--- config.mk ---
export PLATFORM = sky130hd
export DESIGN_NAME = mmio_bus_fabric
export DESIGN_NICKNAME = d
export VERILOG_FILES = /design/src/rtl/mmio_bus_fabric.sv
export SDC_FILE = /design/constraint.sdc
export NUM_CORES = 1
export LEC_CHECK = 0
export ABC_AREA = 1
export CAP_MARGIN = 10
export CORE_ASPECT_RATIO = 1.4
export CORE_MARGIN = 5
export CORE_UTILIZATION = 42
export DETAILED_ROUTE_END_ITERATION = 12
export HOLD_SLACK_MARGIN = 0.06
export PLACE_DENSITY = 0.91
export SYNTH_ARGS = -nofsm -noshare
export SYNTH_HDL_FRONTEND = slang
export SYNTH_SLANG_ARGS = --single-unit
--- constraint.sdc ---
create_clock -name clk -period 2.96 [get_ports clk]
set_input_delay 0.592 -clock clk [delete_from_list [all_inputs] [get_ports clk]]
set_output_delay 0.592 -clock clk [all_outputs]
set_load 0.02 [all_outputs]
--- src/rtl/mmio_bus_fabric.sv ---
// mmio_bus_fabric: window decoder and access FSM between the core data port
// and NUM_SLAVES memory-mapped peripherals, with wait states and timeout.
module mmio_bus_fabric #(
  parameter int DATA_WIDTH = 32,
  parameter int ADDR_WIDTH = 32,
  parameter int NUM_SLAVES = 4,
  parameter logic [ADDR_WIDTH-1:0] BASE_ADDR = 32'h1001_0000,
  parameter int WIN_BITS = 8,
  parameter int TIMEOUT_CYCLES = 16
) (
  input  logic                           clk,
  input  logic                           reset,
  input  logic                           m_req,
  input  logic                           m_we,
  input  logic [ADDR_WIDTH-1:0]          m_addr,
  input  logic [DATA_WIDTH-1:0]          m_wdata,
  output logic [DATA_WIDTH-1:0]          m_rdata,
  output logic                           m_ready,
  output logic                           m_err,
  output logic [NUM_SLAVES-1:0]          s_sel,
  output logic                           s_we,
  output logic [WIN_BITS-1:0]            s_addr,
  output logic [DATA_WIDTH-1:0]          s_wdata,
  input  logic [NUM_SLAVES*DATA_WIDTH-1:0] s_rdata,
  input  logic [NUM_SLAVES-1:0]          s_ack,
  output logic [7:0]                     err_count
);

  localparam int CW = $clog2(TIMEOUT_CYCLES + 1);
  localparam logic [CW-1:0] LAST = CW'(TIMEOUT_CYCLES - 1);

  typedef enum logic [1:0] {
    IDLE,
    ACCESS,
    RESP
  } state_t;

  state_t                  state_q, state_d;
  logic [NUM_SLAVES-1:0]   sel_q, sel_d;
  logic                    we_q, we_d;
  logic [WIN_BITS-1:0]     addr_q, addr_d;
  logic [DATA_WIDTH-1:0]   wdata_q, wdata_d;
  logic [DATA_WIDTH-1:0]   rdata_q, rdata_d;
  logic                    ready_q, ready_d;
  logic                    err_q, err_d;
  logic [CW-1:0]           cnt_q, cnt_d;
  logic [7:0]              ecnt_q, ecnt_d;

  logic [ADDR_WIDTH-1:0]   off;
  logic [ADDR_WIDTH-1:0]   idx;
  logic                    hit;
  logic [NUM_SLAVES-1:0]   dec;
  logic                    ack_hit;
  logic [DATA_WIDTH-1:0]   rsel;

  // Addresses below BASE_ADDR wrap to a huge index, but are rejected explicitly
  always_comb begin
    off = m_addr - BASE_ADDR;
    idx = off >> WIN_BITS;
    hit = (m_addr >= BASE_ADDR) && (idx < ADDR_WIDTH'(NUM_SLAVES));
    dec = '0;
    for (int i = 0; i < NUM_SLAVES; i++) begin
      dec[i] = (idx == ADDR_WIDTH'(i));
    end
  end

  always_comb begin
    ack_hit = |(s_ack & sel_q);
    rsel = '0;
    for (int i = 0; i < NUM_SLAVES; i++) begin
      if (sel_q[i]) begin
        rsel = rsel | s_rdata[i*DATA_WIDTH +: DATA_WIDTH];
      end
    end
  end

  always_comb begin
    state_d = state_q;
    sel_d   = sel_q;
    we_d    = we_q;
    addr_d  = addr_q;
    wdata_d = wdata_q;
    rdata_d = rdata_q;
    ready_d = 1'b0;
    err_d   = 1'b0;
    cnt_d   = cnt_q;
    ecnt_d  = ecnt_q;
    unique case (state_q)
      IDLE: begin
        if (m_req) begin
          addr_d  = off[WIN_BITS-1:0];
          wdata_d = m_wdata;
          if (hit) begin
            state_d = ACCESS;
            sel_d   = dec;
            we_d    = m_we;
            cnt_d   = '0;
          end else begin
            state_d = RESP;
            we_d    = 1'b0;
            ready_d = 1'b1;
            err_d   = 1'b1;
            rdata_d = '0;
          end
        end
      end
      ACCESS: begin
        // An ack in the final timeout cycle takes priority over the timeout
        if (ack_hit) begin
          state_d = RESP;
          sel_d   = '0;
          we_d    = 1'b0;
          ready_d = 1'b1;
          rdata_d = we_q ? '0 : rsel;
        end else if (cnt_q == LAST) begin
          state_d = RESP;
          sel_d   = '0;
          we_d    = 1'b0;
          ready_d = 1'b1;
          err_d   = 1'b1;
          rdata_d = '0;
        end else begin
          cnt_d = cnt_q + 1'b1;
        end
      end
      RESP: begin
        state_d = IDLE;
      end
      default: begin
        state_d = IDLE;
        sel_d   = '0;
      end
    endcase
    if (err_d && (ecnt_q != 8'hFF)) begin
      ecnt_d = ecnt_q + 8'd1;
    end
  end

  always_ff @(posedge clk or negedge reset) begin
    if (!reset) begin
      state_q <= IDLE;
      sel_q   <= '0;
      we_q    <= 1'b0;
      addr_q  <= '0;
      wdata_q <= '0;
      rdata_q <= '0;
      ready_q <= 1'b0;
      err_q   <= 1'b0;
      cnt_q   <= '0;
      ecnt_q  <= '0;
    end else begin
      state_q <= state_d;
      sel_q   <= sel_d;
      we_q    <= we_d;
      addr_q  <= addr_d;
      wdata_q <= wdata_d;
      rdata_q <= rdata_d;
      ready_q <= ready_d;
      err_q   <= err_d;
      cnt_q   <= cnt_d;
      ecnt_q  <= ecnt_d;
    end
  end

  assign m_rdata   = rdata_q;
  assign m_ready   = ready_q;
  assign m_err     = err_q;
  assign s_sel     = sel_q;
  assign s_we      = we_q;
  assign s_addr    = addr_q;
  assign s_wdata   = wdata_q;
  assign err_count = ecnt_q;

endmodule

==> results.txt, run 1 <==
* Cell row count: 47
- Routed WL: 17560 µm
- In the final layout, the multi-input gates occupy 2539 µm².
* Prevailing post-synth register cell: dfrtp_1
* Overall via count from detail_route: 5666
- Counting the fill cells in the layout gives 947.
- Nets@finish: 1192
- In this run the cell area of the synthesized design comes to 5145 µm².
- For this design the top-level I/O count stands at 287.
- Syn_nets: 916
- Via count normalized by instance count: 4.966
* Design Area, Final: 8449 µm²
- Global routing used 23.93% of the available tracks across all layers.
- After technology mapping, the gate count stands at 713.
- After layout, the design draws a total of 5.021 mW.
- Die X-Extent: 103.5 µm
- The area growth from synthesis to layout is 64.23%.
- STA classifies the critical path startpoint as a primary input.
- The library cell used most frequently in the layout, excluding fill and tap cells, is nand2_1.
* Insertion delay of the later-clocked pin in the worst-skew pair: 340 ps
* DRC violations left: 0
* Total setup buffers inserted after CTS: 0
* Arrival time worst endpoint: 2690 ps
- The via count of the first global-routing pass came to 5765.
- Once the floorplan was initialized, standard cells occupied 43.10% of the core.
- Routability-driven placement finished with a final weighted congestion of 0.8525.
- The initial antenna violation count is 1.
* Area after DPL: 8140 µm²
- The H-tree was split into 3 levels.
* Floorplan Core Area: 11940 µm²
* Tmin final: 2414 ps
- Clock root buffer master: clkbuf_16
- Averaged over all synthesized cells, the footprint is 7.216 µm².
- In the final routed layout, each cell accounts on average for 15.39 µm.
- At the pin with the least slew margin, the transition time is 711.8 ps.
- Yosys warns: 0
* Pwr per Cell Area: 594.3 nW/µm²
- The clock passes through at most 2 buffers.
- Number of failing setup endpoints in the final timing report: 0
- The total overflow left after global routing is 0.
- Buffers inserted to repair hold after CTS numbered 0.
- Max-slew headroom at the worst pin: 52.55%
* Commonest cells after routing, fill and taps aside: nand2_1, clkdlybuf4s50_1, dfrtp_1, nor2_1, nand4_1
* Library cell contributing the largest single delay on the critical path: clkdlybuf4s50_1
- Die area: 14590 µm²
- Across the VDD grid, the largest voltage drop is 0.3011 mV.
- Of all nets on the critical path, the largest fanout is 26.
- Of all flip-flops after synthesis, the portion carrying an async set or reset was 100.0%.
* MaxCap Viol Count: 0
- The floorplan step set the die height to 141.0 µm.
* IO buf count: 286
- The synthesized design contains 94 register bits.
- The worst hold path belongs to the class in -> async.
* Fmax: 414.2 MHz
- Once detail routing completed, the nets flagged for antenna violations numbered 0.
- Hold Vio Cnt, Final: 0
- Clock-pin slew on the worst setup and hold paths: 60 ps
* Standby leakage power: 3.943 nW
- Number of library cell types mapped by synthesis: 32
- For this run, the slowest stage of the critical path takes 430 ps.
- Number of diodes added for antenna fixing: 0
- Pin count of the biggest net entering global routing: 56
- For the worst flop-to-flop path, the logic depth is 12.
- The count of final max-slew check failures came to 0.
* RSZ-0062 raised after global routing: false
- Data required time of the worst path: 3230 ps
- DRT Pass-1 Iters: 4
- Sequential elements use 45.72% of the synthesized area.
- For this design, the sink count on the clock tree is 94.
- Yosys mapped a number of flops with a built-in enable equal to 0.
- Share of the cycle needed by the critical path after routing: 81.57%
* Element type at the critical path end: flop
- Cell chain of the critical path: clkdlybuf4s50_1 > nor2_1 > nand2_1 > nor2_4 > nand2_2 > nand2_4 > nand2_4 > nand2_2 > nand2_2 > nor2_4 > nand2_4 > nor2_8 > buf_12 > o21ai_0 > nand2_1
- Initial detailed-routing violation count: 175
- Share of post-route cells with drive strength above 1: 6.740%
- The setup path with the least slack is of type in -> reg.
* Final total negative setup slack: 0 ps
- Result of the run: finished clean
- Quantity of gates resized following cts: 0
- Clock tree from TritonCTS: done
- Final Skew: 7.172 ps
- Storage cell area: 2352 µm²
- Once detailed placement completed, the half-perimeter wirelength came to 14240 µm.
* CTS buffer count: 9
- Wire length of the first global-routing pass: 28400 µm
-- routing by layer --
layer / global-route usage, % / vias up / part of all wire [%]
li1: - / 2809 / -
met5: 0 / - / 0.040
met1: 25.95 / 2571 / 36
met3: 5.215 / 45 / 7.3
met2: 43.78 / 239 / 53
met4: 11.47 / 2 / 3.8
-- critical path: cells and delay by family --
family	cells	cell delay, ps
compound gates	1	100
buf+inv	2	640
simple gates	12	1330
-- flip-flops by register name (all words and copies together) (netlist names) --
register,count
cnt_q,5
err_count,8
m_err,1
m_rdata,32
m_ready,1
s_addr,8
s_sel,4
s_wdata,32
s_we,1
state_q,2
-- synth_stat cells, types with 2 or more instances --
| master | n | area share (%) |
|---|---|---|
| nand4_1 | 33 | 4.0 |
| o21ai_1 | 20 | 1.9 |
| nor3_1 | 3 | 0.29 |
| nand3_1 | 29 | 2.8 |
| nor2_4 | 3 | 0.66 |
| nor2_1 | 37 | 2.7 |
| nor2_2 | 5 | 0.61 |
| a22o_1 | 2 | 0.34 |
| dfrtp_1 | 94 | 46 |
| nand2_4 | 6 | 1.3 |
| clkbuf_1 | 27 | 2.0 |
| o21ai_0 | 5 | 0.49 |
| inv_1 | 23 | 1.7 |
| o21ai_2 | 11 | 1.9 |
| ha_1 | 3 | 0.73 |
| buf_8 | 2 | 0.58 |
| xor2_1 | 6 | 1.0 |
| clkbuf_2 | 2 | 0.19 |
| nand2_1 | 381 | 28 |
| nand2_2 | 9 | 1.1 |
-- worst paths after layout --
check	start	endpoint	slack [ps]
worst max register to register	cnt_q[0]$_DFFE_PN0P_	m_rdata[11]$_DFFE_PN0P_	1010
max in group asynchronous	reset	m_rdata[5]$_DFFE_PN0P_	1940
worst min-delay path	reset	s_wdata[4]$_DFFE_PN0P_	290
worst min register to register	s_addr[0]$_DFFE_PN0P_	s_addr[0]$_DFFE_PN0P_	480
worst max-delay path	m_addr[23]	m_rdata[11]$_DFFE_PN0P_	550
min in group clk	s_addr[0]$_DFFE_PN0P_	s_addr[0]$_DFFE_PN0P_	480
-- power by group --
part | switching, mW | internal [mW]
logic | 1.09 | 0.976
registers | 0.191 | 1.60
clock network | 0.485 | 0.682
total | 1.76 | 3.26
-- layout make-up --
| type | count | share of cell area, % |
|---|---|---|
| timing repair buffer | 298 | 35.21 |
| multi-input combinational | 562 | 30.05 |
| sequential | 94 | 27.84 |
| clock buffer | 10 | 2.828 |
| tap | 147 | 2.177 |
| inverter | 24 | 1.066 |
| clock inverter | 6 | 0.8293 |
-- cell families (layout without fill, tap and decap cells) --
family / Yosys count / in the layout / synth area share (%)
AO/OA/AOI/OAI: 40 / 40 / 4.888
XOR/XNOR: 7 / 7 / 1.192
adder cells (fa/ha/maj): 3 / 3 / 0.7296
buffers and inverters: 57 / 338 / 5.034
flip-flops: 94 / 94 / 45.72
AND/OR/NAND/NOR: 512 / 512 / 42.44
-- metrics by stage --
| stage | cells | utilization [%] | hold slack [ps] | worst slack (ps) |
|---|---|---|---|---|
| 2_1_floorplan | 713 | - | 296.4 | 1030 |
| 3_3_place_gp | 1125 | 68.19 | 460.3 | 347.1 |
| 5_1_grt | 1141 | 70.78 | 359.0 | 328.4 |
| 3_5_place_dp | 1125 | 68.19 | 463.6 | 216.8 |
| 6_report | 1141 | 70.78 | 294.3 | 545.7 |
| 4_1_cts | 1141 | 70.78 | 316.7 | 562.2 |
No activity file was read; power rests on OpenSTA's default activity.
==> run 2: changes to the inputs <==
--- a/config.mk
+++ b/config.mk
@@ -9,10 +9,10 @@
 export CAP_MARGIN = 10
 export CORE_ASPECT_RATIO = 1.4
 export CORE_MARGIN = 5
-export CORE_UTILIZATION = 42
+export CORE_UTILIZATION = 39
 export DETAILED_ROUTE_END_ITERATION = 12
 export HOLD_SLACK_MARGIN = 0.06
-export PLACE_DENSITY = 0.91
+export PLACE_DENSITY = 0.85
 export SYNTH_ARGS = -nofsm -noshare
 export SYNTH_HDL_FRONTEND = slang
 export SYNTH_SLANG_ARGS = --single-unit
==> constraint.sdc (replaced) <==
create_clock -name clk -period 2.4 [get_ports clk]
set_input_delay 0.48 -clock clk [delete_from_list [all_inputs] [get_ports clk]]
set_output_delay 0.48 -clock clk [all_outputs]
set_load 0.02 [all_outputs]
==> results.txt, run 2 (synthesis results as in run 1) <==
* Result of the run: finished clean
- The via count was 5579 (-1.5%).
- The slowest stage of the critical path is the clkdlybuf4s50_1 cell.
- The leakage power is 4.001 nW (+1.5%).
- PnR Total Power: 6.490 mW (+29%)
- The worst path arrival time came to 2400 ps (-290 ps).
- Peak ir drop on the vdd network: 0.4206 mV (+40%)
- Family with the most delay on the worst path: simple AND/OR/NAND/NOR gates
- The count of placed standard cells in the final layout, fillers left out is 1150 (+0.79%).
- The sequential cell area was 2352 µm² (unchanged).
* Sum of net half-perimeters after detailed placement: 13660 µm (-4.1%)
- The maximum clock path buffer count was 2 (unchanged).
- Die X-Extent: 107.1 µm (+3.4%)
- The data required time of the critical path is 2670 ps (-560 ps).
- The clock skew after layout came to 5.443 ps (-1.730 ps).
* Vias in the first global route: 5625 (-2.4%)
- The worst-case hold slack is 72.25 ps (-222.0 ps).
- The number of hold-repair buffers added at the cts stage was 0 (unchanged).
- The fraction of final layout cells with drive strength greater than 1 was 7.021% (+0.28 points).
* Clock tree from TritonCTS: done
- The post-layout utilization of the core was 66.53% (-4.2 points).
- The latest clock arrival within the worst-skew pair came to 340 ps (about the same).
- The post-layout instance area was 8566 µm² (+1.4%).
- Boundary Pins: 287 (unchanged)
- In this run the worst setup path begins at m_addr[24].
* CTS buffer count: 9 (unchanged)
* Initial cell density of the core: 39.96% (-3.1 points)
- Share of the cycle needed by the critical path after routing: 88.53%
- Met3 GRT Util: 6.125% (+0.91 points)
- Max Slew Vio Count: 0 (unchanged)
- RSZ-0062 raised after global routing: false
- The number of gates given a new drive strength after cts is 0 (unchanged).
- The number of inserted diodes came to 0 (unchanged).
- The number of design rule violations left after detail routing is 0 (unchanged).
* Pin count of the biggest net entering global routing: 46 (-18%)
- The fill cell instance count of the final layout was 1101 (+16%).
- The site row count is 49 (+4.3%).
- The max-cap check violation count was 0 (unchanged).
- The count of buffers inserted at the top-level ports came to 286 (unchanged).
* Area after DPL: 8195 µm² (+0.68%)
- Number of failing setup endpoints in the final timing report: 0 (unchanged)
* Initial detailed-routing violation count: 239 (+37%)
- Remaining antenna violation count: 0 (unchanged)
* Total routing resource utilization after global routing: 21.84% (-2.1 points)
- Max stage delay on crit path: 420 ps (about the same)
* Slack of the critical path: 275.3 ps (-270.4 ps)
- The post-CTS repair timing setup buffer count came to 0 (unchanged).
* Via count normalized by instance count: 4.851 (-2.3%)
- The total count of hold-check failures in the final report is 0 (unchanged).
- Fmax: 470.6 MHz
* GPL Wtd Cong: 0.8904 (+4.4%)
- The transition time at the pin with the least slew margin is 442.6 ps (-269.2 ps).
- Sum of buffers and inverters on the critical path: 2 (unchanged)
- Final total negative setup slack: 0 ps (unchanged)
- The largest fanout on the critical path came to 23 (-12%).
- Clock-pin slew on the worst setup and hold paths: 70 ps (about the same)
- The global route total overflow was 0 (unchanged).
- Routed WL: 17120 µm (-2.5%)
- Layout-stage area growth over the synthesis result: 66.49%
- The critical path goes through clkdlybuf4s50_1 > nor2_1 > nand2_1 > nor2_4 > nand2_2 > nand2_4 > nand2_4 > nand2_2 > nand2_2 > nor2_2 > nand2_4 > nor2_8 > buf_12 > o21ai_0 > nand2_1.
* Max-slew headroom at the worst pin: 70.49% (+18 points)
- Wire length of the first global-routing pass: 27410 µm (-3.5%)
- The initial antenna violation count is 0 (-1).
* Critical path class: in -> reg
* Tmin final: 2125 ps
- The fraction of met2 tracks used by global routing is 39.41% (-4.4 points).
- The maximum level of the CTS H-tree came to 3 (unchanged).
- The worst setup path is launched from a primary input.
* Most frequent standard cell in the layout excluding fill and tap cells: nand2_1
- The die boundary height came to 145.9 µm (+3.5%).
* Highest-utilization routing layer at the global route stage: met2
- Clock Sink Count: 94 (unchanged)
- The average wire length per cell after detail routing came to 14.88 µm (-3.3%).
* Placed instance count: 1134 (+0.80%)
* Met1 usage: 23.51% (-2.4 points)
* Worst Hold Class: in -> async
- The areal power density over the cells came to 757.6 nW/µm² (+27%).
- The startpoint identified for the worst register-to-register timing path is cnt_q[0]$_DFFE_PN0P_.
- The detailed-router iteration count before antenna repair came to 6 (+2).
- Element type at the critical path end: flop
- The final-stage net count was 1195 (+0.25%).
* Placement-stage worst setup slack: -67.15 ps (-283.9 ps)
- The tree is rooted in a clkbuf_16.
* Commonest cells after routing, fill and taps aside: nand2_1, clkdlybuf4s50_1, dfrtp_1, nor2_1, nand4_1
- The area of the die is 15620 µm² (+7.0%).
* Floorplan Core Area: 12870 µm² (+7.8%)
- The combined area of the multi-input logic cells is 2539 µm² (unchanged).
==> run 2: power by group <==
part           total [mW]  switching [mW]  internal, mW
Sequential           2.20           0.227          1.98
Combinational        2.54            1.33          1.21
Clock                1.75           0.619          1.13
Total                6.49            2.18          4.31
==> run 2: area by class of cell <==
cell class / instances / share of cell area (%)
repair buffers: 301 / 35.29
multi-input cells: 562 / 29.64
flip-flops and latches: 94 / 27.46
clock buffers: 9 / 2.629
well taps: 153 / 2.235
clock inverters: 7 / 1.694
inverters: 24 / 1.052
==> run 2: routing by layer <==
layer,part of all wire (%),vias to the layer above
met3,7.4,41
li1,-,2807
met5,0,-
met4,3.5,0
met2,52,210
met1,37,2521
==> run 2: worst paths after layout <==
kind	end	slack (ps)	cells past startpoint
hold / removal	s_wdata[4]$_DFFE_PN0P_	70	1
min in group clk	s_wdata[17]$_DFFE_PN0P_	480	2
hold reg to reg	s_wdata[17]$_DFFE_PN0P_	480	2
setup reg to reg	m_rdata[11]$_DFFE_PN0P_	460	12
max in group asynchronous	m_rdata[28]$_DFFE_PN0P_	1680	2
setup / recovery	m_rdata[13]$_DFFE_PN0P_	280	15
==> run 3: changes to the inputs <==
--- a/config.mk
+++ b/config.mk
@@ -8,7 +8,7 @@
 export ABC_AREA = 1
 export CAP_MARGIN = 10
 export CORE_ASPECT_RATIO = 1.4
-export CORE_MARGIN = 5
+export CORE_MARGIN = 2
 export CORE_UTILIZATION = 39
 export DETAILED_ROUTE_END_ITERATION = 12
 export HOLD_SLACK_MARGIN = 0.06
==> constraint.sdc (replaced) <==
create_clock -name clk -period 2.4 [get_ports clk]
set_input_delay 0.48 -clock clk [delete_from_list [all_inputs] [get_ports clk]]
set_output_delay 0.48 -clock clk [all_outputs]
set_load 0.1 [all_outputs]
==> results.txt, run 3 (synthesis results as in run 1) <==
- Result of the run: finished clean
- Insertion delay of the later-clocked pin in the worst-skew pair: 340 ps (about the same)
- The max-cap check violation count came to 0 (unchanged).
* FF-to-FF path depth: 12 (unchanged)
* Number of failing setup endpoints in the final timing report: 0 (unchanged)
* Die X-Extent: 101.1 µm (-5.6%)
- The highest ir drop seen on vdd is 0.6286 mV (+49%).
* Clock Sink Count: 94 (unchanged)
- The global route total overflow came to 0 (unchanged).
- Wire length of the first global-routing pass: 25790 µm (-5.9%)
- The count of placed standard cells in the final layout, fillers left out was 1156 (+0.52%).
* Startpoint of the lowest-slack register-to-register path: cnt_q[0]$_DFFE_PN0P_
- The via count of the first global-routing pass came to 5582 (-0.76%).
- Nets@finish: 1201 (+0.50%)
- The worst setup path is launched from a primary input.
- Setup repair after global routing left no endpoint under its margin.
- Tmin final: 2134 ps (+9.411 ps)
- The routability congestion estimate was 0.8581 (-3.6%).
* CTS buffer count: 9 (unchanged)
* Layout-stage area growth over the synthesis result: 62.40%
* Tightest hold margin: 160.4 ps (+88.11 ps)
- Chip height: 139.9 µm (-4.1%)
* Initial cell density of the core: 39.96% (unchanged)
- The leakage power came to 4.145 nW (+3.6%).
* Overall via count from detail_route: 5570 (-0.16%)
- Most frequent standard cell in the layout excluding fill and tap cells: nand2_1
* Worst Tran Pin Value: 649.7 ps (+207.1 ps)
- The largest individual stage delay along the critical path comes from the cell clkdlybuf4s50_1.
- Pin count of the biggest net entering global routing: 51 (+11%)
- Data required time of the worst path: 2680 ps (about the same)
* Via count normalized by instance count: 4.818 (-0.68%)
- The overall routing resource usage came to 22.72% (+0.88 points).
* Hold Vio Cnt, Final: 0 (unchanged)
- IO buf count: 286 (unchanged)
- Share of the cycle needed by the critical path after routing: 88.92% (+0.39 points)
- The worst setup path is captured at a flop.
- The largest stage delay on the critical path came to 420 ps (about the same).
- The remaining number of nets flagged by the antenna check after routing came to 0 (unchanged).
- Final total negative setup slack: 0 ps (unchanged)
* Arrival time worst endpoint: 2410 ps (about the same)
* Sum of net half-perimeters after detailed placement: 12670 µm (-7.2%)
- The maximum level of the CTS H-tree was 3 (unchanged).
* Boundary Pins: 287 (unchanged)
- Clock tree from TritonCTS: done
- Number of diodes added for antenna fixing: 0 (unchanged)
- Cell row count: 49 (unchanged)
- Number of antenna violations at the first check in global routing: 1 (+1)
- The fill cell instance count of the final layout is 1116 (+1.4%).
- Final Skew: 11.68 ps (+6.242 ps)
- The post-CTS repair timing setup buffer count is 0 (unchanged).
* Worst-case clock buffer depth: 2 (unchanged)
- The post-route total power is 8.326 mW (+28%).
- The wire length after detailed routing came to 16070 µm (-6.1%).
* Number of buffers inserted for hold repair after clock tree synthesis: 0 (unchanged)
- The area of the die was 14140 µm² (-9.5%).
- Slack of the worst reg-to-reg path: 390 ps (-70 ps)
- Quantity of gates resized following cts: 0 (unchanged)
- DRC violations left: 0 (unchanged)
- Cell chain of the critical path: clkdlybuf4s50_1 > nor2_1 > nand2_1 > nor2_4 > nand2_2 > nand2_4 > nand2_4 > nand2_2 > nand2_2 > nor2_2 > nand2_4 > nor2_8 > buf_12 > o21ai_1 > nand2_1
- Sum of buffers and inverters on the critical path: 2 (unchanged)
- The post-layout utilization of the core was 64.90% (-1.6 points).
- The detailed-router iteration count before antenna repair is 4 (-2).
- The areal power density over the cells was 996.5 nW/µm² (+32%).
* Critical register-to-register path endpoint: m_rdata[11]$_DFFE_PN0P_
* Clock-pin slew on the worst setup and hold paths: 60 ps (about the same)
- The number of placed cells counting well taps is 1140 (+0.53%).
- The critical path starts at m_addr[24].
- Max Slew Vio Count: 0 (unchanged)
- Fmax: 468.6 MHz (-0.44%)
- CTS placed an instance of clkbuf_16 at the clock tree root.
- The tightest min-delay check is of the in -> async type.
- The total core area came to 12870 µm² (unchanged).
- Highest net fanout along the worst path: 17 (-26%)
- Critical path class: in -> reg
- Initial detailed-routing violation count: 207 (-13%)
- The average wire length per cell after detail routing was 13.90 µm (-6.6%).
- In the layout the commonest cells are nand2_1, clkdlybuf4s50_1, buf_4, dfrtp_1, nor2_1.
- Max-slew headroom at the worst pin: 56.69% (-14 points)
- Share of post-route cells with drive strength above 1: 16.25% (+9.2 points)
- On the critical path the largest part of the delay comes from simple AND/OR/NAND/NOR gates.
run 3: layout make-up:
| class | count | area, µm² | share of cell area (%) |
|---|---|---|---|
| multi-input combinational | 562 | 2539 | 30.38 |
| sequential | 94 | 2352 | 28.15 |
| timing repair buffer | 307 | 2900 | 34.71 |
| clock buffer | 10 | 239.0 | 2.860 |
| clock inverter | 6 | 43.79 | 0.5241 |
| tap | 153 | 191.4 | 2.291 |
| inverter | 24 | 90.09 | 1.078 |
run 3: where the power goes:
part           switching [mW]  internal [mW]  total, mW
registers               0.240           1.98       2.22
clock network           0.599          0.736       1.33
logic                    3.71           1.07       4.78
total                    4.55           3.78       8.33
run 3: worst reg2reg max path, stage by stage, from the launching register on:
cell	delay, ps
dfrtp_1	410
ha_1	190
nand2_1	70
nor2_1	130
ha_1	200
nor2_1	60
nand2_2	170
o21ai_2	80
nor2_1	90
inv_1	70
buf_12	170
o21ai_0	190
nand2_1	60
run 3: how the worst max path moves through the flow:
stage	endpoint	slack, ps	depth (start not counted)
floorplan	m_rdata[0]$_DFFE_PN0P_	140	10
global placement	state_q[1]$_DFFE_PN0P_	-10	14
detailed placement	m_rdata[18]$_DFFE_PN0P_	-90	15
CTS	m_rdata[18]$_DFFE_PN0P_	260	15
global route	m_rdata[21]$_DFFE_PN0P_	100	15
finish	m_rdata[18]$_DFFE_PN0P_	270	15
run 3: per-layer routing:
layer	GRT usage, %	part of all wire [%]
met4	9.459	3.1
met2	41.48	52
met5	0	0.081
met3	4.691	6.5
met1	25.03	38
run 3: stage by stage:
stage | setup slack (ps) | area [µm²]
finish | 265.9 | 8356
global route | 96.64 | 8356
CTS | 255.9 | 8356
detailed placement | -90.82 | 8073
global placement | -10.63 | 8073
floorplan | 141.7 | 5145
